File: src/rtl/bus_pkg.sv
// Shared widths and helpers for the per-terminal bus port buffering stage.
package bus_pkg;

    localparam int unsigned PCKG_SZ_DEF = 16;
    localparam int unsigned DEPTH_DEF   = 8;

    typedef logic [PCKG_SZ_DEF-1:0] pkt_t;

    function automatic int unsigned cnt_w(input int unsigned depth);
        return $clog2(depth + 1);
    endfunction

endpackage

File: src/rtl/sync_fifo.sv
// Single-clock first-word-fall-through FIFO with registered overflow/underflow pulses.
// Depth need not be a power of two; pointers wrap explicitly at depth-1.
module sync_fifo
    import bus_pkg::*;
#(
    parameter int unsigned width = PCKG_SZ_DEF,
    parameter int unsigned depth = DEPTH_DEF,
    localparam int unsigned CW   = cnt_w(depth)
) (
    input  logic             clk,
    input  logic             reset,
    input  logic             wr,
    input  logic [width-1:0] wdata,
    input  logic             rd,
    output logic [width-1:0] rdata,
    output logic             full,
    output logic             empty,
    output logic [CW-1:0]    count,
    output logic             ovf,
    output logic             unf
);

    localparam int unsigned   PW       = $clog2(depth);
    localparam logic [CW-1:0] FULL_CNT = CW'(depth);
    localparam logic [PW-1:0] LAST_PTR = PW'(depth - 1);

    logic [width-1:0] r_mem [depth];
    logic [PW-1:0]    r_wptr;
    logic [PW-1:0]    r_rptr;
    logic [CW-1:0]    r_count;
    logic             r_ovf;
    logic             r_unf;
    logic             w_rd_ok;
    logic             w_wr_ok;

    assign full  = (r_count == FULL_CNT);
    assign empty = (r_count == '0);
    assign count = r_count;
    assign ovf   = r_ovf;
    assign unf   = r_unf;

    // A full FIFO still accepts a write when the head leaves in the same cycle.
    assign w_rd_ok = rd & ~empty;
    assign w_wr_ok = wr & (~full | w_rd_ok);

    // Head reads as zero while empty so stale storage never leaks out after reset.
    assign rdata = empty ? '0 : r_mem[r_rptr];

    always_ff @(posedge clk) begin
        if (reset) begin
            r_wptr  <= '0;
            r_rptr  <= '0;
            r_count <= '0;
            r_ovf   <= 1'b0;
            r_unf   <= 1'b0;
        end else begin
            if (w_wr_ok) begin
                r_wptr <= (r_wptr == LAST_PTR) ? '0 : r_wptr + 1'b1;
            end
            if (w_rd_ok) begin
                r_rptr <= (r_rptr == LAST_PTR) ? '0 : r_rptr + 1'b1;
            end
            r_count <= r_count + CW'(w_wr_ok) - CW'(w_rd_ok);
            r_ovf   <= wr & full & ~w_rd_ok;
            r_unf   <= rd & empty;
        end
    end

    always_ff @(posedge clk) begin
        if (w_wr_ok) begin
            r_mem[r_wptr] <= wdata;
        end
    end

endmodule

File: src/rtl/bus_port_fifo.sv
// Per-terminal TX/RX buffering between one agent and one bus port.
// TX is filled by the agent and drained by the bus; RX is the reverse.
module bus_port_fifo
    import bus_pkg::*;
#(
    parameter int unsigned pckg_sz = PCKG_SZ_DEF,
    parameter int unsigned depth   = DEPTH_DEF,
    parameter int unsigned drv_id  = 0,
    localparam int unsigned CW     = cnt_w(depth)
) (
    input  logic               clk,
    input  logic               reset,
    input  logic               tx_wr,
    input  logic [pckg_sz-1:0] tx_data,
    output logic               tx_full,
    output logic [CW-1:0]      tx_count,
    input  logic               rx_rd,
    output logic [pckg_sz-1:0] rx_data,
    output logic               rx_empty,
    output logic [CW-1:0]      rx_count,
    output logic               pndng,
    output logic [pckg_sz-1:0] D_pop,
    input  logic               pop,
    input  logic               push,
    input  logic [pckg_sz-1:0] D_push,
    output logic               tx_ovf,
    output logic               rx_ovf,
    output logic               unf
);

    logic w_tx_empty;
    logic w_tx_unf;
    logic w_rx_full;
    logic w_rx_unf;
    logic w_unused_drv_id;

    // drv_id only labels the instance; it carries no logic.
    assign w_unused_drv_id = ^drv_id;

    sync_fifo #(
        .width (pckg_sz),
        .depth (depth)
    ) u_tx (
        .clk   (clk),
        .reset (reset),
        .wr    (tx_wr),
        .wdata (tx_data),
        .rd    (pop),
        .rdata (D_pop),
        .full  (tx_full),
        .empty (w_tx_empty),
        .count (tx_count),
        .ovf   (tx_ovf),
        .unf   (w_tx_unf)
    );

    sync_fifo #(
        .width (pckg_sz),
        .depth (depth)
    ) u_rx (
        .clk   (clk),
        .reset (reset),
        .wr    (push),
        .wdata (D_push),
        .rd    (rx_rd),
        .rdata (rx_data),
        .full  (w_rx_full),
        .empty (rx_empty),
        .count (rx_count),
        .ovf   (rx_ovf),
        .unf   (w_rx_unf)
    );

    assign pndng = ~w_tx_empty;
    assign unf   = w_tx_unf | w_rx_unf;

endmodule

File: config.mk
export PLATFORM = sky130hd
export DESIGN_NAME = bus_port_fifo
export DESIGN_NICKNAME = d
export VERILOG_FILES = /design/src/rtl/bus_pkg.sv /design/src/rtl/sync_fifo.sv /design/src/rtl/bus_port_fifo.sv
export SDC_FILE = /design/constraint.sdc
export NUM_CORES = 1
export LEC_CHECK = 0
export ABC_AREA = 1
export CORE_MARGIN = 10
export CORE_UTILIZATION = 50
export CTS_CLUSTER_SIZE = 20
export DETAILED_ROUTE_END_ITERATION = 16
export PLACE_DENSITY_LB_ADDON = 0.05
export SLEW_MARGIN = 30
export SYNTH_ARGS = -nofsm -noshare
export SYNTH_HDL_FRONTEND = slang
export SYNTH_SLANG_ARGS = --single-unit
File: constraint.sdc
create_clock -name clk -period 3.2 [get_ports clk]
set_clock_uncertainty 0.15 [all_clocks]
set_input_delay 0.48 -clock clk [delete_from_list [all_inputs] [get_ports clk]]
set_output_delay 0.48 -clock clk [all_outputs]
set_load 0.01 [all_outputs]
== Word level (Yosys, flattened, before mapping) ==
Memories as Yosys holds them, arrays and structs flattened. A register that Yosys moved wholly into a read port is not among the register bits.
Cells that the tools add are included.

* Register bits: 24
* Memory bits (writable): 256
* Bits of input ports: 38
* Output and inout bits: 46
* Word-level logic and storage cells: 61
* Memories: 2

* Add/subtract/negate cells: 8
* Equal/unequal tests: 6
* Multiplexer cells: 14
* Bitwise logic cells: 19
* Reductions and logical operators: 2

{| class="wikitable"
|+ Memories
! memory !! depth !! width !! read ports !! clocked after memory_dff !! wr ports !! line !! source
|-
| u_rx.r_mem || 8 || 16 || 1 || 1 || 1 || sync_fifo.sv:27 || <nowiki>logic [width-1:0] r_mem [depth];</nowiki>
|-
| u_tx.r_mem || 8 || 16 || 1 || 1 || 1 || sync_fifo.sv:27 ||
|}

{| class="wikitable"
|+ Operators by type and width
! cell !! number
|-
| 16-bit two-way mux || 2
|-
| 3-bit two-way mux || 8
|-
| 3-bit by 1-bit adder with 3-bit output (second input constant) || 4
|-
| 3-bit equality test (second input constant) || 4
|-
| 1-bit bitwise AND || 10
|-
| 4-bit by 1-bit adder with 4-bit output || 2
|-
| 4-bit equality test (second input constant) || 2
|-
| 4-bit logical NOT || 2
|-
| 4-bit by 1-bit subtractor with 4-bit output || 2
|-
| 1-bit NOT || 6
|-
| 1-bit two-way mux || 4
|-
| 1-bit bitwise OR || 3
|}

== Logic depth before layout (Yosys ltp) ==
Gate-level depths: netlist of the first run.

* Depth after elaboration: 7
* Depth in mapped cells: 13
* Gate-level depth less buffers: 13

== Modules after synthesis ==
A second synthesis of the first run with hierarchy kept.

* Cells, all modules: 1020
* Area, all modules: 11761.3 um^2

{| class="wikitable"
|+ Modules (own cells, without submodules)
! module !! times used !! cells each !! area an instance (um^2) !! sequential area each (um^2)
|-
| sync_fifo (u_tx) || 1 || 509 || 5879.4 || 4144.0
|-
| sync_fifo (u_rx) || 1 || 507 || 5866.9 || 4144.0
|-
| bus_port_fifo || 1 || 4 || 15.0 || 0.0
|}

== Least setup slack after synthesis of the first run ==
OpenSTA, ideal clock, no wires.

* Kind: reg2reg
* Start: reg u_rx.r_count[2] (netlist: u_rx.count[2])
* End: mem u_rx.r_mem[0][0] (netlist bit), enable pin
* Setup time: 0.388 ns
* Data arrival time: 1.825 ns
* Required time: 2.662 ns
* Setup slack: 0.836 ns
* Cell stages (with the launch flop): 8
* Path buffers: 0
* Period minus slack after synthesis: 2.364 ns
* Cells stage by stage: dfxtp_1 inv_1 ha_1 nand2_4 nand2_4 a21oi_2 nand2_1 nor2_1

* Longest elaborated chain between the ends: 7
* Elaborated cells on any way between the ends: 9
* Those cells by class: eq/ne (1); mux (2); bitwise (5); reduce/logical (1)

{| class="wikitable"
|+ RTL lines
! item !! line !! source
|-
| from (decl) || sync_fifo.sv:30 || <nowiki>logic [CW-1:0] r_count;</nowiki>
|-
| from (signal assigned) || sync_fifo.sv:63 || <nowiki>r_count <= r_count + CW'(w_wr_ok) - CW'(w_rd_ok);</nowiki>
|-
| 4-bit logical NOT || sync_fifo.sv:37 || <nowiki>assign empty = (r_count == '0);</nowiki>
|-
| 1-bit NOT || sync_fifo.sv:43 || <nowiki>assign w_rd_ok = rd & ~empty;</nowiki>
|-
| 1-bit bitwise AND || sync_fifo.sv:43 ||
|-
| 1-bit bitwise OR * || sync_fifo.sv:44 || <nowiki>assign w_wr_ok = wr & (~full | w_rd_ok);</nowiki>
|-
| 1-bit bitwise AND * || sync_fifo.sv:44 ||
|-
| named net u_rx.w_wr_ok || sync_fifo.sv:34 || <nowiki>logic w_wr_ok;</nowiki>
|-
| 1-bit two-way mux * || sync_fifo.sv:70 || <nowiki>if (w_wr_ok) begin</nowiki>
|-
| 1-bit two-way mux (not written as such) * || sync_fifo.sv:71 || <nowiki>r_mem[r_wptr] <= wdata;</nowiki>
|-
| to (decl) || sync_fifo.sv:27 ||
|}

The timed path passes the listed nets; every way through them passes the cells marked *.

==> results of run 1 <==
per-layer routing:
metal	share of wire (%)	wire length (um)	up-vias	global-route usage, %
met4	1.2	324	0	3.50
met1	48	12400	3783	23.3
met2	46	12000	139	26.6
li1	-	-	4081	-
met5	0	0	-	0
met3	5.2	1370	32	3.14
final cells by class:
cell class / instances / area, um^2
clock buffers: 41 / 843
clock inverters: 15 / 179
fillers: 2006 / 9540
inverters: 98 / 377
multi-input cells: 754 / 3280
flip-flops and latches: 286 / 8300
well taps: 324 / 405
repair buffers: 124 / 1260
cells by family after synthesis:
kind of cell | after synthesis
AO/OA/AOI/OAI | 83
XOR/XNOR | 2
adder cells (fa/ha/maj) | 21
buffers and inverters | 150
flip-flops | 286
AND/OR/NAND/NOR | 648
cell usage in the layout (no fill, tap or decap), types with 3 or more instances in the layout:
cell type        Yosys  layout
clkinv_2             0       8
a21oi_1             11      11
dfxtp_1             30      28
clkbuf_8             0       3
nand2_4              4       4
o21ai_1             12      12
nand3_1             40      40
clkbuf_16            0      33
nor2_1             371     368
clkbuf_1            13       7
nor2_2               1       4
edfxtp_1           256     256
bufinv_16            0       4
o21ai_0             58      58
ha_1                19      19
buf_12               0       5
buf_4                0      32
clkdlybuf4s50_1      0      83
inv_1               96      95
nor3_1               3       3
nand2_1            222     222
clkinvlp_4           0       3
registers in the layout (all words and copies together) (netlist names), named ones only:
register and flops:
u_rx.r_mem 128, u_tx.r_mem 128, u_rx.r_rptr 3, u_tx.count 4
u_tx.ovf 1, u_rx.ovf 1, u_tx.unf 1, u_rx.count 4
u_rx.r_wptr 3, u_tx.r_wptr 3, u_rx.unf 1, u_tx.r_rptr 3
how the worst max path moves through the flow:
stage                     slack (ns)  cells after the start                          to                     start
after floorplan                 0.84                      7  u_rx.r_mem[0][0]$_DFFE_PP_  u_rx.count[2]$_SDFF_PP0_
after global placement          0.53                      9                  rx_data[8]                 flip-flop
after detailed placement        0.48                      9                  rx_data[7]                 flip-flop
after CTS                       0.03                      6                  rx_data[5]                 flip-flop
after global routing           0.003                      8                    D_pop[2]                 flip-flop
final                           0.13                      8                    D_pop[2]                 flip-flop
worst max-delay path: cells and delay by family, from the launching register on:
family | cells | cell delay, ns
buf+inv | 2 | 0.88
simple gates | 6 | 0.55
flops | 1 | 0.47
power by group through the flow:
| stage | logic, uW | clock network, uW | registers, uW |
|---|---|---|---|
| 2_1_floorplan | 2290 | 0 | 4600 |
| 3_3_place_gp | 3730 | 0 | 4640 |
| 3_5_place_dp | 3770 | 0 | 4640 |
| 4_1_cts | 3800 | 3590 | 4570 |
| 5_1_grt | 4390 | 3750 | 4590 |
| 6_report | 3870 | 3520 | 4560 |
timing repair:
action | 4_1_cts | 5_1_grt
buffers inserted | 1 | 6
resized for setup | 3 | 6
endpoints found under the setup margin | 18 | 24
endpoints found under the hold margin | 0 | 0
hold buffers | 0 | 0
cloned | 0 | 2
stage by stage:
stage	hold slack (ns)	instance area [um^2]	worst slack (ns)	utilization, %	std cells
global placement	0.335	13500	0.530	55.8	1577
detailed placement	0.345	13500	0.480	55.8	1577
CTS	0.357	14500	0.0269	60.0	1634
finish	0.351	14600	0.133	60.6	1642
global route	0.400	14600	0.00282	60.6	1642
floorplan	0.319	12200	0.836	-	1190
==> flow_metrics.env, run 1 <==
export IMPL_netlist_area_um2=12200
export IMPL_power_leakage_uw=0.00577
export IMPL_die_w_um=176
export IMPL_period_share_pct=95.9
export IMPL_synthCells=1190
export IMPL_drive_above_1_share_pct=8.12
export IMPL_root_buffer="clkbuf_16"
export IMPL_synth_warnings=0
export IMPL_ys_types=28
export IMPL_vdd_ir_drop_worst_mv=0.546
export IMPL_crit_type="reg -> out"
export IMPL_drv_cap=0
export IMPL_hp_start="u_tx.r_rptr[1]$_SDFFE_PP0P_"
export IMPL_crit_fanout=21
export IMPL_slew_viol_final=0
export IMPL_via_per_inst=4.89
export IMPL_yosysSeqAreaShare_pct=67.9
export IMPL_antenna_found_initial=0
export IMPL_rr_startpoint="u_tx.count[2]$_SDFF_PP0_"
export IMPL_start_kind="flip-flop"
export IMPL_power_switching_uw=3760
export IMPL_crit_path_end_kind="output pin"
export IMPL_design_power_total_uw=11900
export IMPL_cp_common_cell="nor2_1"
export IMPL_syn_area_per_cell_um2=10.3
export IMPL_crit_slowest_cell="clkdlybuf4s50_1"
export IMPL_status="completed"
export IMPL_gp_congestion=0.741
export IMPL_initial_utilization_pct=50.5
export IMPL_p_comb_share_pct=32.4
export IMPL_cts_made_buffers=30
export IMPL_cts_tree="built"
export IMPL_port_buffers=83
export IMPL_finalSetupViolations=0
export IMPL_worstRegToRegCells=8
export IMPL_yosys_top_cells_area="edfxtp_1, nor2_1, nand2_1"
export IMPL_slew_headroom_pct=66.9
export IMPL_synth_commonest_cells="nor2_1, edfxtp_1, nand2_1"
export IMPL_p_clk_share_pct=29.4
export IMPL_p_seq_share_pct=38.2
export IMPL_synthXorXnorAreaFrac_pct=0.143
export IMPL_first_global_vias=7881
export IMPL_synth_top_area_cell="edfxtp_1"
export IMPL_synth_edf_count=256
export IMPL_rows=57
export IMPL_max_freq_mhz=326
export IMPL_drt_wl_total_mm=26.1
export IMPL_hold_depth=2
export IMPL_hpwl_mm=15.0
export IMPL_finalSetupTns_ns=0
export IMPL_area_growth_pct=19.9
export IMPL_synthSimpleGateAreaFrac_pct=20.9
export IMPL_worst_ep_arrival_time_ns=2.44
export IMPL_slowest_delay_ns=0.60
export IMPL_grt_setup_unrepaired="no"
export IMPL_power_density_nw_per_um2=816
export IMPL_worst_r2r_setup_slack_ns=0.69
export IMPL_hold_viol_final=0
export IMPL_synth_adder_area_share_pct=2.27
export IMPL_synth_mux_area_share_pct=0
export IMPL_tightestPinTransition_ns=0.495
export IMPL_die_h_um=176
export IMPL_synth_nets=1249
export IMPL_synth_async_sr_flop_share_pct=0
export IMPL_grt_pass1_wl_mm=41.5
export IMPL_clk_pin_slew_ns=0.06
export IMPL_clk_latency_ns=0.54
export IMPL_drcViolationCount=0
export IMPL_worstPathRequired_ns=2.57
export IMPL_cts_sinks=286
export IMPL_via_count=8035
export IMPL_track_usage_pct=16.7
export IMPL_drtAntennaViolNets=0
export IMPL_wire_per_inst_um=15.9
export IMPL_ios=84
export IMPL_drt_pass1_iterations=5
export IMPL_drt_iter0_drc=497
export IMPL_switching_share_pct=31.5
export IMPL_ys_ff_latch=286
export IMPL_fin_crit_ns=3.07
export IMPL_yosysMostFrequentCell="nor2_1"
export IMPL_diodes=0
export IMPL_cts_htree_levels=1
export IMPL_internal_power_uw=8190
export IMPL_nNetsFinal=1353
export IMPL_overflow=0
export IMPL_fp_coreArea_um2=24200
export IMPL_synth_ff_type="edfxtp_1"
export IMPL_yosys_area_top_type_share_pct=62.9
export IMPL_cp_cell_sequence="buf_4 -> nor2_1 -> nor2_1 -> nand2_1 -> nand3_1 -> nand2_1 -> nor2_1 -> clkdlybuf4s50_1"
export IMPL_cts_buffer_depth=3
export IMPL_r2r_end="u_tx.r_mem[7][14]$_DFFE_PP_"
export IMPL_die_area_um2=31100
export IMPL_hp_class="reg -> reg"
export IMPL_synth_top_family_by_area="simple AND/OR/NAND/NOR gates"
export IMPL_synth_compound_area_share_pct=3.52
export IMPL_grt_max_degree=63
Note: power is estimated with default switching activity, not from simulation.
==> run 2: changes to the inputs <==
--- a/config.mk
+++ b/config.mk
@@ -10,7 +10,9 @@
 export CORE_UTILIZATION = 50
 export CTS_CLUSTER_SIZE = 20
 export DETAILED_ROUTE_END_ITERATION = 16
+export DONT_BUFFER_PORTS = 1
 export PLACE_DENSITY_LB_ADDON = 0.05
+export REMOVE_ABC_BUFFERS = 1
 export SLEW_MARGIN = 30
 export SYNTH_ARGS = -nofsm -noshare
 export SYNTH_HDL_FRONTEND = slang
==> run 2 against run 1 <==
Global-route usage hardly changed. Critical path depth stayed put. Setup slack improved by 0.24 ns. Clock-buffer cell count fell by 4. Total power down 7.7%. Flip-flop and latch count stayed put. First-iteration DRC count rose by 14%. Maximum frequency rose by 8.5%. Routed wire length is essentially flat. Sequential power up 0.9%. Utilization shrank 2.7 points. Cell area shrank 4.4%. Critical path type unchanged. Critical endpoint is now D_pop[12]. Largest cell class unchanged. Highest routed layer unchanged.
==> flow_metrics.env, run 2 (synthesized netlist as in run 1, its figures left out) <==
export IMPL_area_growth_pct=14.6
export IMPL_hp_start="tx_wr"
export IMPL_cts_made_buffers=31
export IMPL_via_per_inst=4.92
export IMPL_rr_startpoint="u_rx.count[2]$_SDFF_PP0_"
export IMPL_cts_setup_buffers=0
export IMPL_slowest_delay_ns=0.53
export IMPL_ios=84
export IMPL_drt_wl_total_mm=26.1
export IMPL_track_usage_pct=16.7
export IMPL_wire_per_inst_um=16.4
export IMPL_cts_buffer_depth=3
export IMPL_drv_cap=0
export IMPL_cts_sinks=286
export IMPL_via_count=7857
export IMPL_power_density_nw_per_um2=788
export IMPL_initial_utilization_pct=50.5
export IMPL_drt_pass1_iterations=5
export IMPL_r2r_end="u_rx.count[1]$_SDFF_PP0_"
export IMPL_root_buffer="clkbuf_16"
export IMPL_holdBufCountCts=37
export IMPL_hpwl_mm=15.5
export IMPL_cp_common_cell="nor2_1"
export IMPL_nNetsFinal=1306
export IMPL_dp_cells=1501
export IMPL_worstPathRequired_ns=2.57
export IMPL_start_kind="flip-flop"
export IMPL_crit_fanout=40
export IMPL_slew_headroom_pct=55.5
export IMPL_max_freq_mhz=354
export IMPL_hold_depth=2
export IMPL_grt_max_degree=71
export IMPL_layout_common_cells="nor2_1, edfxtp_1, nand2_1"
export IMPL_crit_path_end_kind="output pin"
export IMPL_port_buffers=0
export IMPL_clk_latency_ns=0.54
export IMPL_cts_htree_levels=1
export IMPL_whs_endpoint="u_tx.ovf$_SDFF_PP0_"
export IMPL_worst_r2r_setup_slack_ns=0.79
export IMPL_status="completed"
export IMPL_worst_ep_arrival_time_ns=2.20
export IMPL_crit_slowest_cell="dfxtp_2"
export IMPL_period_share_pct=88.4
export IMPL_crit_type="reg -> out"
export IMPL_final_common_cell="nor2_1"
export IMPL_cp_cell_sequence="buf_4 -> nor2_1 -> nor2_1 -> o21ai_0 -> nand2_1 -> nor2_1 -> nor2_1 -> buf_4"
export IMPL_die_area_um2=31100
export IMPL_fin_crit_ns=2.83
export IMPL_drt_iter0_drc=567
export IMPL_drive_above_1_share_pct=8.10
export IMPL_worstRegToRegCells=11
export IMPL_gp_congestion=0.744
export IMPL_vdd_ir_drop_worst_mv=0.566
export IMPL_largestRegisters="u_rx.r_mem x128, u_tx.r_mem x128"
export IMPL_tightestPinTransition_ns=0.667
export IMPL_finalSetupTns_ns=0
export IMPL_overflow=0
export IMPL_clk_pin_slew_ns=0.06
export IMPL_cts_resized=0
export IMPL_hp_class="in -> reg"
export IMPL_grt_pass1_wl_mm=41.6
export IMPL_power_leakage_uw=0.00553
export IMPL_antenna_found_initial=1
export IMPL_drcViolationCount=0
export IMPL_slew_viol_final=0
export IMPL_fp_coreArea_um2=24200
export IMPL_first_global_vias=7692
export IMPL_die_w_um=176
export IMPL_hold_viol_final=0
export IMPL_finalNonFillerCells=1597
export IMPL_cts_tree="built"
export IMPL_drtAntennaViolNets=0
export IMPL_die_h_um=176
export IMPL_rows=57
export IMPL_grt_setup_unrepaired="no"
export IMPL_finalSetupViolations=0
==> run 2: cell count changes in the layout (fill, tap and decap cells not counted), moves of 3 or more <==
cell / change
buf_12: -3
clkbuf_8: -3
clkinvlp_4: -3
dlygate4sd3_1: +37
nor2_2: +5
clkinv_1: +8
nor2_1: -5
buf_4: +5
clkdlybuf4s50_1: -83
==> run 2: power by group <==
group	total, uW	leakage (uW)	internal, uW	switching (uW)
Combinational	3140	0.00249	1030	2110
Clock	3290	0.000467	1920	1370
Sequential	4600	0.00257	4400	200
==> run 2: how the worst max path moves through the flow <==
stage	start	to	cells past startpoint	slack, ns
CTS	flip-flop	rx_data[2]	9	0.33
floorplan	flip-flop	rx_data[14]	5	-0.25
detailed placement	u_rx.count[2]$_SDFF_PP0_	u_rx.count[1]$_SDFF_PP0_	11	0.81
finish	flip-flop	D_pop[12]	8	0.37
global route	flip-flop	D_pop[12]	8	0.14
global placement	u_rx.count[2]$_SDFF_PP0_	u_rx.r_mem[1][14]$_DFFE_PP_	8	0.85
==> run 2: cell type report <==
class	instances	area (um^2)
Antenna cell	2	5.00
Clock buffer	37	798
Clock inverter	20	143
Fill cell	2080	10200
Inverter	98	368
Multi-Input combinational cell	754	3300
Sequential cell	286	8290
Tap cell	324	405
Timing Repair Buffer	76	688
==> run 2: critical path, delay by kind of cell, from the launching register on <==
family | cells | cell delay (ns)
AO/OA/AOI/OAI | 1 | 0.10
AND/OR/NAND/NOR | 5 | 0.45
buffers and inverters | 2 | 0.57
flip-flops | 1 | 0.53
==> run 2: per-layer routing <==
metal  GRT usage [%]  up-vias  wire [um]
li1                -     3986          -
met1            22.3     3687      11500
met2            27.3      154      12500
met3            3.50       30       1670
met4            3.99        0        367
met5               0        -          0
==> run 2: stage by stage <==
stage	area, um^2	util, %	setup slack [ns]	total power, uW	hold slack [ns]
final	14000	57.9	0.372	11000	0.0195
after global routing	14000	57.9	0.137	11800	0.00554
after CTS	14000	57.9	0.325	11200	0.00186
after detailed placement	12700	52.4	0.809	7810	0.338
after global placement	12700	52.4	0.850	7770	0.339
after floorplan	11900	-	-0.250	6750	0.313
==> run 3: changes to the inputs <==
--- a/config.mk
+++ b/config.mk
@@ -6,11 +6,11 @@
 export NUM_CORES = 1
 export LEC_CHECK = 0
 export ABC_AREA = 1
+export CAP_MARGIN = 25
 export CORE_MARGIN = 10
 export CORE_UTILIZATION = 50
 export CTS_CLUSTER_SIZE = 20
 export DETAILED_ROUTE_END_ITERATION = 16
-export DONT_BUFFER_PORTS = 1
 export PLACE_DENSITY_LB_ADDON = 0.05
 export REMOVE_ABC_BUFFERS = 1
 export SLEW_MARGIN = 30
==> run 3 against run 2 <==
Total power rose by 5.9%. Largest cell class unchanged. Clock power rose by 3%. Via count rose by 2.5%. Critical path type unchanged. Cell count rose by 2.4%. Critical endpoint is now rx_data[11]. Register-to-register slack got worse by 0.04 ns.
==> flow_metrics.env, run 3 (synthesized netlist as in run 1, its figures left out) <==
export IMPL_status="completed"
export IMPL_cts_tree="built"
export IMPL_gp_congestion=0.745
export IMPL_drt_iter0_drc=527
export IMPL_grt_setup_unrepaired="no"
export IMPL_power_leakage_uw=0.00568
export IMPL_cp_cell_sequence="inv_1 -> ha_1 -> nand2_4 -> nand2_1 -> nor2_1 -> clkdlybuf4s50_1"
export IMPL_crit_path_end_kind="output pin"
export IMPL_p_seq_share_pct=38.9
export IMPL_diodes=0
export IMPL_setup_ws_ns=0.177
export IMPL_largestRegisters="u_rx.r_mem x128, u_tx.r_mem x128"
export IMPL_antenna_found_initial=1
export IMPL_drive_above_1_share_pct=7.09
export IMPL_n_fill_cell=2039
export IMPL_drt_wl_total_mm=26.3
export IMPL_ios=84
export IMPL_drcViolationCount=0
export IMPL_start_kind="flip-flop"
export IMPL_layout_common_cells="nor2_1, edfxtp_1, nand2_1"
export IMPL_die_h_um=176
export IMPL_die_w_um=176
export IMPL_clk_latency_ns=0.55
export IMPL_holdBufCountCts=0
export IMPL_utilization_pct=59.7
export IMPL_hp_class="reg -> reg"
export IMPL_nNetsFinal=1347
export IMPL_cts_made_buffers=30
export IMPL_crit_fanout=19
export IMPL_cts_buffer_depth=3
export IMPL_drtAntennaViolNets=0
export IMPL_crit_family="buffers and inverters"
export IMPL_fp_coreArea_um2=24200
export IMPL_rows=57
export IMPL_port_buffers=83
export IMPL_crit_slowest_cell="clkdlybuf4s50_1"
export IMPL_via_count=8050
export IMPL_grt_pass1_wl_mm=42.0
export IMPL_hold_viol_final=0
export IMPL_worstPathRequired_ns=2.57
export IMPL_cts_sinks=286
export IMPL_worst_ep_arrival_time_ns=2.39
export IMPL_switching_share_pct=31.8
export IMPL_track_usage_pct=17.0
export IMPL_finalSetupViolations=0
export IMPL_final_common_cell="nor2_1"
export IMPL_p_clk_share_pct=29.1
export IMPL_slew_viol_final=0
export IMPL_grt_max_degree=50
export IMPL_cts_htree_levels=1
export IMPL_overflow=0
export IMPL_period_share_pct=94.5
export IMPL_area_growth_pct=18.3
export IMPL_power_density_nw_per_um2=809
export IMPL_root_buffer="clkbuf_16"
export IMPL_power_switching_uw=3710
export IMPL_drv_cap=0
export IMPL_fin_crit_ns=3.02
export IMPL_crit_type="reg -> out"
export IMPL_slew_headroom_pct=68.2
export IMPL_vdd_ir_drop_worst_mv=0.541
export IMPL_internal_power_uw=7970
export IMPL_first_global_vias=7874
export IMPL_p_comb_share_pct=32.1
export IMPL_hold_slack_ns=0.349
export IMPL_path_buf_inv=2
export IMPL_clk_pin_slew_ns=0.06
export IMPL_dpl_worst_slack_ns=0.529
export IMPL_hpwl_mm=15.2
export IMPL_max_freq_mhz=331
export IMPL_die_area_um2=31100
export IMPL_initial_utilization_pct=50.5
export IMPL_wire_per_inst_um=16.1
export IMPL_slowest_delay_ns=0.58
export IMPL_drt_pass1_iterations=5
export IMPL_tightestPinTransition_ns=0.477
export IMPL_finalSetupTns_ns=0
export IMPL_via_per_inst=4.92
[run 3: stage by stage]
| step | total power, uW | std cells | instance area, um^2 |
|---|---|---|---|
| 2_1_floorplan | 6750 | 1138 | 11900 |
| 3_3_place_gp | 8370 | 1579 | 13400 |
| 3_5_place_dp | 8420 | 1579 | 13400 |
| 4_1_cts | 11800 | 1635 | 14400 |
| 5_1_grt | 12500 | 1636 | 14400 |
| 6_report | 11700 | 1636 | 14400 |
[run 3: worst paths after layout]
| path | slack (ns) | to | cells after the start | startpoint |
|---|---|---|---|---|
| worst max-delay path | 0.18 | rx_data[11] | 6 | u_rx.count[2]$_SDFF_PP0_ |
| worst min-delay path | 0.35 | u_tx.r_rptr[1]$_SDFFE_PP0P_ | 2 | u_tx.r_rptr[1]$_SDFFE_PP0P_ |
| worst max register to register | 0.75 | u_rx.count[1]$_SDFF_PP0_ | 11 | u_rx.count[2]$_SDFF_PP0_ |
| worst min register to register | 0.35 | u_tx.r_rptr[1]$_SDFFE_PP0P_ | 2 | u_tx.r_rptr[1]$_SDFFE_PP0P_ |
[run 3: layout make-up]
class	count	area (um^2)	share of cell area, %
sequential	286	8290	57.4
multi-input combinational	754	3280	22.7
timing repair buffer	118	1120	7.76
clock buffer	42	827	5.73
tap	324	405	2.81
inverter	98	370	2.56
clock inverter	14	141	0.979
[run 3: what timing repair did]
item | 4_1_cts | 5_1_grt
gates resized for setup | 1 | 6
buffers inserted | 0 | 1
setup endpoints to repair | 1 | 21
[run 3: metal layers]
metal | vias to the layer above | track usage, % | share of wire, %
met2 | 197 | 27.8 | 47
li1 | 4068 | - | -
met4 | 2 | 4.10 | 1.4
met3 | 32 | 3.18 | 6.8
met1 | 3751 | 23.0 | 45
met5 | - | 0 | 0.076
[run 3: worst reg2reg max path: stages (launching register included)]
cell and delay (ns):
dfxtp_1 0.35, inv_1 0.09, ha_1 0.24, nand2_4 0.28, nand2_4 0.12, inv_1 0.15, nand2_1 0.13, o21ai_0 0.11
ha_1 0.22, fa_1 0.43, inv_1 0.06, nor2_1 0.03
[run 3: power by group through the flow]
stage               combinational [uW]  clock, uW  sequential [uW]
floorplan                         1940          0             4810
finish                            3750       3400             4540
detailed placement                3800          0             4620
CTS                               3810       3460             4550
global route                      4280       3630             4570
global placement                  3760          0             4620
==> patch 1 (flow settings as in run 2) <==
Register the output `rx_count`; this adds one clock of latency there. The other outputs are not delayed to match.
--- a/src/rtl/bus_port_fifo.sv
+++ b/src/rtl/bus_port_fifo.sv
@@ -27,6 +27,8 @@
     output logic               rx_ovf,
     output logic               unf
 );
+
+    logic [CW-1:0] rx_count_d;
 
     logic w_tx_empty;
     logic w_tx_unf;
@@ -66,7 +68,7 @@
         .rdata (rx_data),
         .full  (w_rx_full),
         .empty (rx_empty),
-        .count (rx_count),
+        .count (rx_count_d),
         .ovf   (rx_ovf),
         .unf   (w_rx_unf)
     );
@@ -74,5 +76,9 @@
     assign pndng = ~w_tx_empty;
     assign unf   = w_tx_unf | w_rx_unf;
 
+    always_ff @(posedge clk) begin
+        rx_count <= rx_count_d;
+    end
+
 endmodule
 
Formal check against the unedited RTL: not equivalent (Yosys sat finds a counterexample within 4 cycles, from zero or initial values and one cycle with reset high).
==> patch 1 against run 2 <==
Sequential cell count increased by 4. Wire length is 2.9% lower. Sequential share of layout area up 2.9 points. Final area down 3.7%. Critical endpoint is now rx_data[4]. Clock power shrank 2%. Total power is 2.5% lower. Highest routed layer unchanged. Core utilization fell by 0.11 points. Worst setup slack got worse by 32 ps. Area after synthesis down 3.5%.
==> patch 1: results (changes against run 2) <==
| Metric | Value |
|---|---|
| Status | finished clean |
| Netlist cell types | 26 (-7.1%) |
| Static Leak | 0.00489 µW (-12%) |
| Critical Path Slowest Stage Cell | buf_4 |
| Vias in the first global route | 7,380 (-4.1%) |
| Fin util | 57.8% (-0.11 points) |
| Maximum number of pins on one net before global-route repair | 65 (-8.5%) |
| Fillers | 2,019 (-2.9%) |
| Adder-cell share of the synthesized area | 2.36% (+0.081 points) |
| Hold slack | 37.3 ps (+17.8 ps) |
| First-pass GRT wire length | 41.0 mm (-1.5%) |
| Detailed placer's ending HPWL | 15.3 mm (-1.7%) |
| Crit-path max cell delay | 570 ps (+40 ps) |
| Critical Path AT | 2230 ps (+30 ps) |
| Share of cells above drive strength 1 | 9.58% (+1.5 points) |
| Total Routing Usage GR | 16.8% (+0.070 points) |
| Final #Nets | 1,141 (-13%) |
| Clock Latency Late Sink | 540 ps (about the same) |
| Worst Path Max Fanout | 64 (+60%) |
| Capture point of the worst path | rx_data[4] |
| Hold Crit Depth | 3 (+1) |
| CP top delay family | simple AND/OR/NAND/NOR gates |
| Post-Synth XOR/XNOR Area | 0.149% (+0.0051 points) |
| # clk buffers | 36 (-2.7%) |
| Reg2Reg Setup Slack | 680 ps (-110 ps) |
| Total number of vias | 7,336 (-6.6%) |
| Cell Count, Final, Fillers Out | 1,425 (-11%) |
| Fraction of area in multi-input gates | 22.3% (-1.2 points) |
| WL per Instance | 17.8 µm (+8.8%) |
| Non-clock inverter count | 36 (-63%) |
| Clock network share of area | 6.84% (+0.12 points) |
| Area contributors post-synth | edfxtp_1 (65%), nor2_1 (11%), dfxtp_1 (5.8%) |
| Peak VDD IR | 0.000593 V (+4.7%) |
| Sw Share | 33.0% (-0.34 points) |
| GRT met3 Usage | 3.51% (+0.0041 points) |
| Maximum clock frequency | 350 MHz (-1.1%) |
| Mapped Cells | 1,028 (-14%) |
| CTS Buf Count | 30 (-3.2%) |
| Diodes inserted | 0 (-2) |
| Synth Area in Compound Gates | 7.52% (+4.0 points) |
| Hold path start | pop |
| Post-synth top cells | nor2_1 (345), edfxtp_1 (256), o21ai_1 (97) |
| Non-clk buf share | 4.77% (-0.15 points) |
| Met1 Wirelength | 11.7 mm (+1.2%) |
| M2 GR Usage | 27.0% (-0.29 points) |
| Multi-input gates | 654 (-13%) |
| FF-to-FF End | u_rx.count[2] |
| Met1 usage | 22.9% (+0.54 points) |
| Initial drt markers | 524 (-7.6%) |
| Post-place setup slack | 691 ps (-118 ps) |
| Reg area | 8370 µm² (+0.97%) |
| Worst slew pin tran | 724 ps (+57.2 ps) |
| Met3 Wirelength | 1.55 mm (-7.6%) |
| Register area share after synthesis | 71.0% (+3.1 points) |
| Dpl cells | 1,332 (-11%) |
| Number of synthesized register bits | 290 (+1.4%) |
| Gpl congestion | 0.760 (+2.2%) |
| Initial antenna violation count | 0 (-1) |
patch 1: cell count changes after synthesis, sizes merged, moves of 2 or more:
cell and delta:
a21oi -6, o21ai +98, dfxtp +4, inv -62, nor2 -27, nand2 -160, buf -10, nor3 -2
clkbuf +6, and2 -2
patch 1: worst reg2reg max path: cells and delay by family, from the launching register on:
kind	cells	cell delay [ps]
AOI/OAI and AO/OA	1	110
xor gates and xnor gates	1	170
adders and majority gates	3	790
buffers and inverters	2	180
DFF	1	310
and+or+nand+nor	4	680
patch 1: power by group through the flow:
| stage | clock network [µW] | registers (µW) | logic [µW] |
|---|---|---|---|
| CTS | 3310 | 4640 | 2970 |
| floorplan | 0 | 4840 | 1840 |
| finish | 3230 | 4640 | 2900 |
| global placement | 0 | 4720 | 2870 |
| global route | 3480 | 4670 | 3350 |
| detailed placement | 0 | 4720 | 2880 |
patch 1: what timing repair did:
item,4_1_cts,5_1_grt
hold endpoints to repair,272,0
endpoints found under the setup margin,0,0
hold buffers,37,0
buffers inserted,0,0
==> patch 2 (flow settings as in run 2) <==
Made on the original files. The package constant `PCKG_SZ_DEF` goes from 16 to 8.
--- a/src/rtl/bus_pkg.sv
+++ b/src/rtl/bus_pkg.sv
@@ -1,7 +1,7 @@
 // Shared widths and helpers for the per-terminal bus port buffering stage.
 package bus_pkg;
 
-    localparam int unsigned PCKG_SZ_DEF = 16;
+    localparam int unsigned PCKG_SZ_DEF = 8;
     localparam int unsigned DEPTH_DEF   = 8;
 
     typedef logic [PCKG_SZ_DEF-1:0] pkt_t;
Interface: changed (resized D_pop, D_push, rx_data and tx_data); port bits go from 84 to 52. No check against the original RTL was run, so the function may have changed too.
==> patch 2 against run 2 <==
Die area down 39%. Total power fell by 42%. Wire length shrank 43%. Final area shrank 44%. Critical path depth is 2 lower. Sequential cell count fell by 128. Global-route usage down 0.12 points. Worst setup slack better by 160 ps. Area after synthesis is 44% lower.
==> patch 2: results (changes against run 2) <==
| Metric | Value |
|---|---|
| Area contributors post-synth | edfxtp_1 (56%), nor2_1 (11%), dfxtp_1 (8.7%) |
| Total Routing Usage GR | 16.6% (-0.12 points) |
| Post-CTS setup buffer count | 0 (unchanged) |
| Total number of vias | 4,642 (-41%) |
| Reg2Reg Setup Slack | 630 ps (-160 ps) |
| Worst Reg-to-Reg Cells | 7 (-4) |
| Post_cts resized | 0 (unchanged) |
| Peak VDD IR | 0.000462 V (-18%) |
| Met1 Wirelength | 6.61 mm (-43%) |
| Routed wire length | 15.0 mm (-43%) |
| Met3 Wirelength | 1.01 mm (-39%) |
| EDFF count, synth | 128 (-50%) |
| Cell Area, Placed | 7070 µm² (-44%) |
| Clock-pin transition on the worst setup and hold timing paths | 60 ps (about the same) |
| Clock Latency Late Sink | 410 ps (-130 ps) |
| FF-to-FF End | u_tx.r_mem[3][7] |
| Worst Path Max Fanout | 22 (-45%) |
| Hold Path Class | input pin to register |
| Vias in the first global route | 4,456 (-42%) |
| Worst slew pin tran | 676 ps (+8.60 ps) |
| Initial drt markers | 389 (-31%) |
| CTS Buf Count | 17 (-45%) |
| Clock buffer depth | 2 (-1) |
| Crit-path max cell delay | 380 ps (-150 ps) |
| Share of cells above drive strength 1 | 7.12% (-0.98 points) |
| Post-place setup slack | 617 ps (-192 ps) |
| Worst reg2reg path startpoint | u_tx.count[2] |
| Gpl congestion | 0.869 (+17%) |
| Register area share after synthesis | 64.5% (-3.4 points) |
| Critical Path AT | 2040 ps (-160 ps) |
| First-pass GRT wire length | 23.6 mm (-43%) |
| Maximum number of pins on one net before global-route repair | 34 (-52%) |
| Initial antenna violation count | 0 (-1) |
| Yosys warns | 0 (unchanged) |
| Diodes inserted | 0 (-2) |
| TritonRoute pass-1 iters | 4 (-1) |
| Post-synth top cells | nor2_1 (211), edfxtp_1 (128), nand2_1 (127) |
| Critical Path Slowest Stage Cell | dfxtp_1 |
| Fillers | 1,155 (-44%) |
| H-tree depth | 4 (+3) |
| PortBufs | 0 (unchanged) |
| Antenna-violating nets left | 0 (unchanged) |
| Largest registers | u_rx.r_mem x64, u_tx.r_mem x64 |
| Status | finished clean |
| CP startpoint kind | register |
| Netlist cell types | 26 (-7.1%) |
| Fin crit period | 2670 ps (-162 ps) |
| Static Leak | 0.00320 µW (-42%) |
| Met2 wire length | 7.20 mm (-43%) |
| Fraction of registers with async set or reset after synthesis | 0% (unchanged) |
| Clock root buffer | clkbuf_16 |
| Cts hold-fix bufs | 19 (-49%) |
| Top sig layer | met4 |
| Capture point of the worst path | D_pop[4] |
| Final #Nets | 774 (-41%) |
| Detailed placer's ending HPWL | 9.75 mm (-37%) |
| CP top delay family | buffers and inverters |
## patch 2: cell count changes after synthesis, moves of 10 or more
cell             run 2  this run
nor2_1             371       211
edfxtp_1           256       128
nand2_1            222       127
inv_1               96        64
buf_2               32        10
o21ai_0             58        36
nand3_1             40        24
o21ai_1             12         2
## patch 2: logic make-up after synthesis
kind of cell / count (synthesis) / share of synthesized area, %
flops: 158 / 64.5
xor+xnor: 2 / 0.254
fa+ha+maj: 21 / 4.03
simple gates: 376 / 21.6
compound gates: 51 / 3.81
buf+inv: 92 / 5.79
## patch 2: per-layer routing
metal,vias to the layer above,track usage [%]
met4,0,5.15
li1,2322,-
met5,-,0
met3,17,5.72
met2,111,26.2
met1,2192,20.9
## patch 2: worst min path at each step
stage,end,start,depth (start not counted),slack (ps)
detailed placement,register,u_tx.r_rptr[1],2,330
global route,u_rx.unf,rx_rd,2,30
floorplan,register,u_tx.r_rptr[1],2,310
global placement,u_tx.r_rptr[1],u_tx.r_rptr[1],2,340
finish,u_rx.unf,rx_rd,2,40
CTS,u_tx.r_mem[2][6],tx_data[6],0,0.1
## patch 2: stage by stage
step                      cells  util [%]
after global placement      865      53.0
after CTS                   916      58.9
final                       920      59.2
after detailed placement    865      53.0
after global routing        920      59.2
after floorplan             674         -
## patch 2: final cells by class
| type | count | area [µm²] | area share [%] |
|---|---|---|---|
| repair buffers | 38 | 343 | 4.34 |
| clock inverters | 14 | 174 | 2.20 |
| well taps | 176 | 220 | 2.79 |
| clock buffers | 18 | 429 | 5.43 |
| multi-input cells | 450 | 2050 | 25.9 |
| flip-flops and latches | 158 | 4440 | 56.2 |
| inverters | 66 | 248 | 3.13 |
## patch 2: report_power, final
part,leakage (µW),internal [µW],total (µW),switching [µW]
clock network,0.000290,1290,2040,750
logic,0.00150,575,1790,1210
registers,0.00141,2440,2610,169
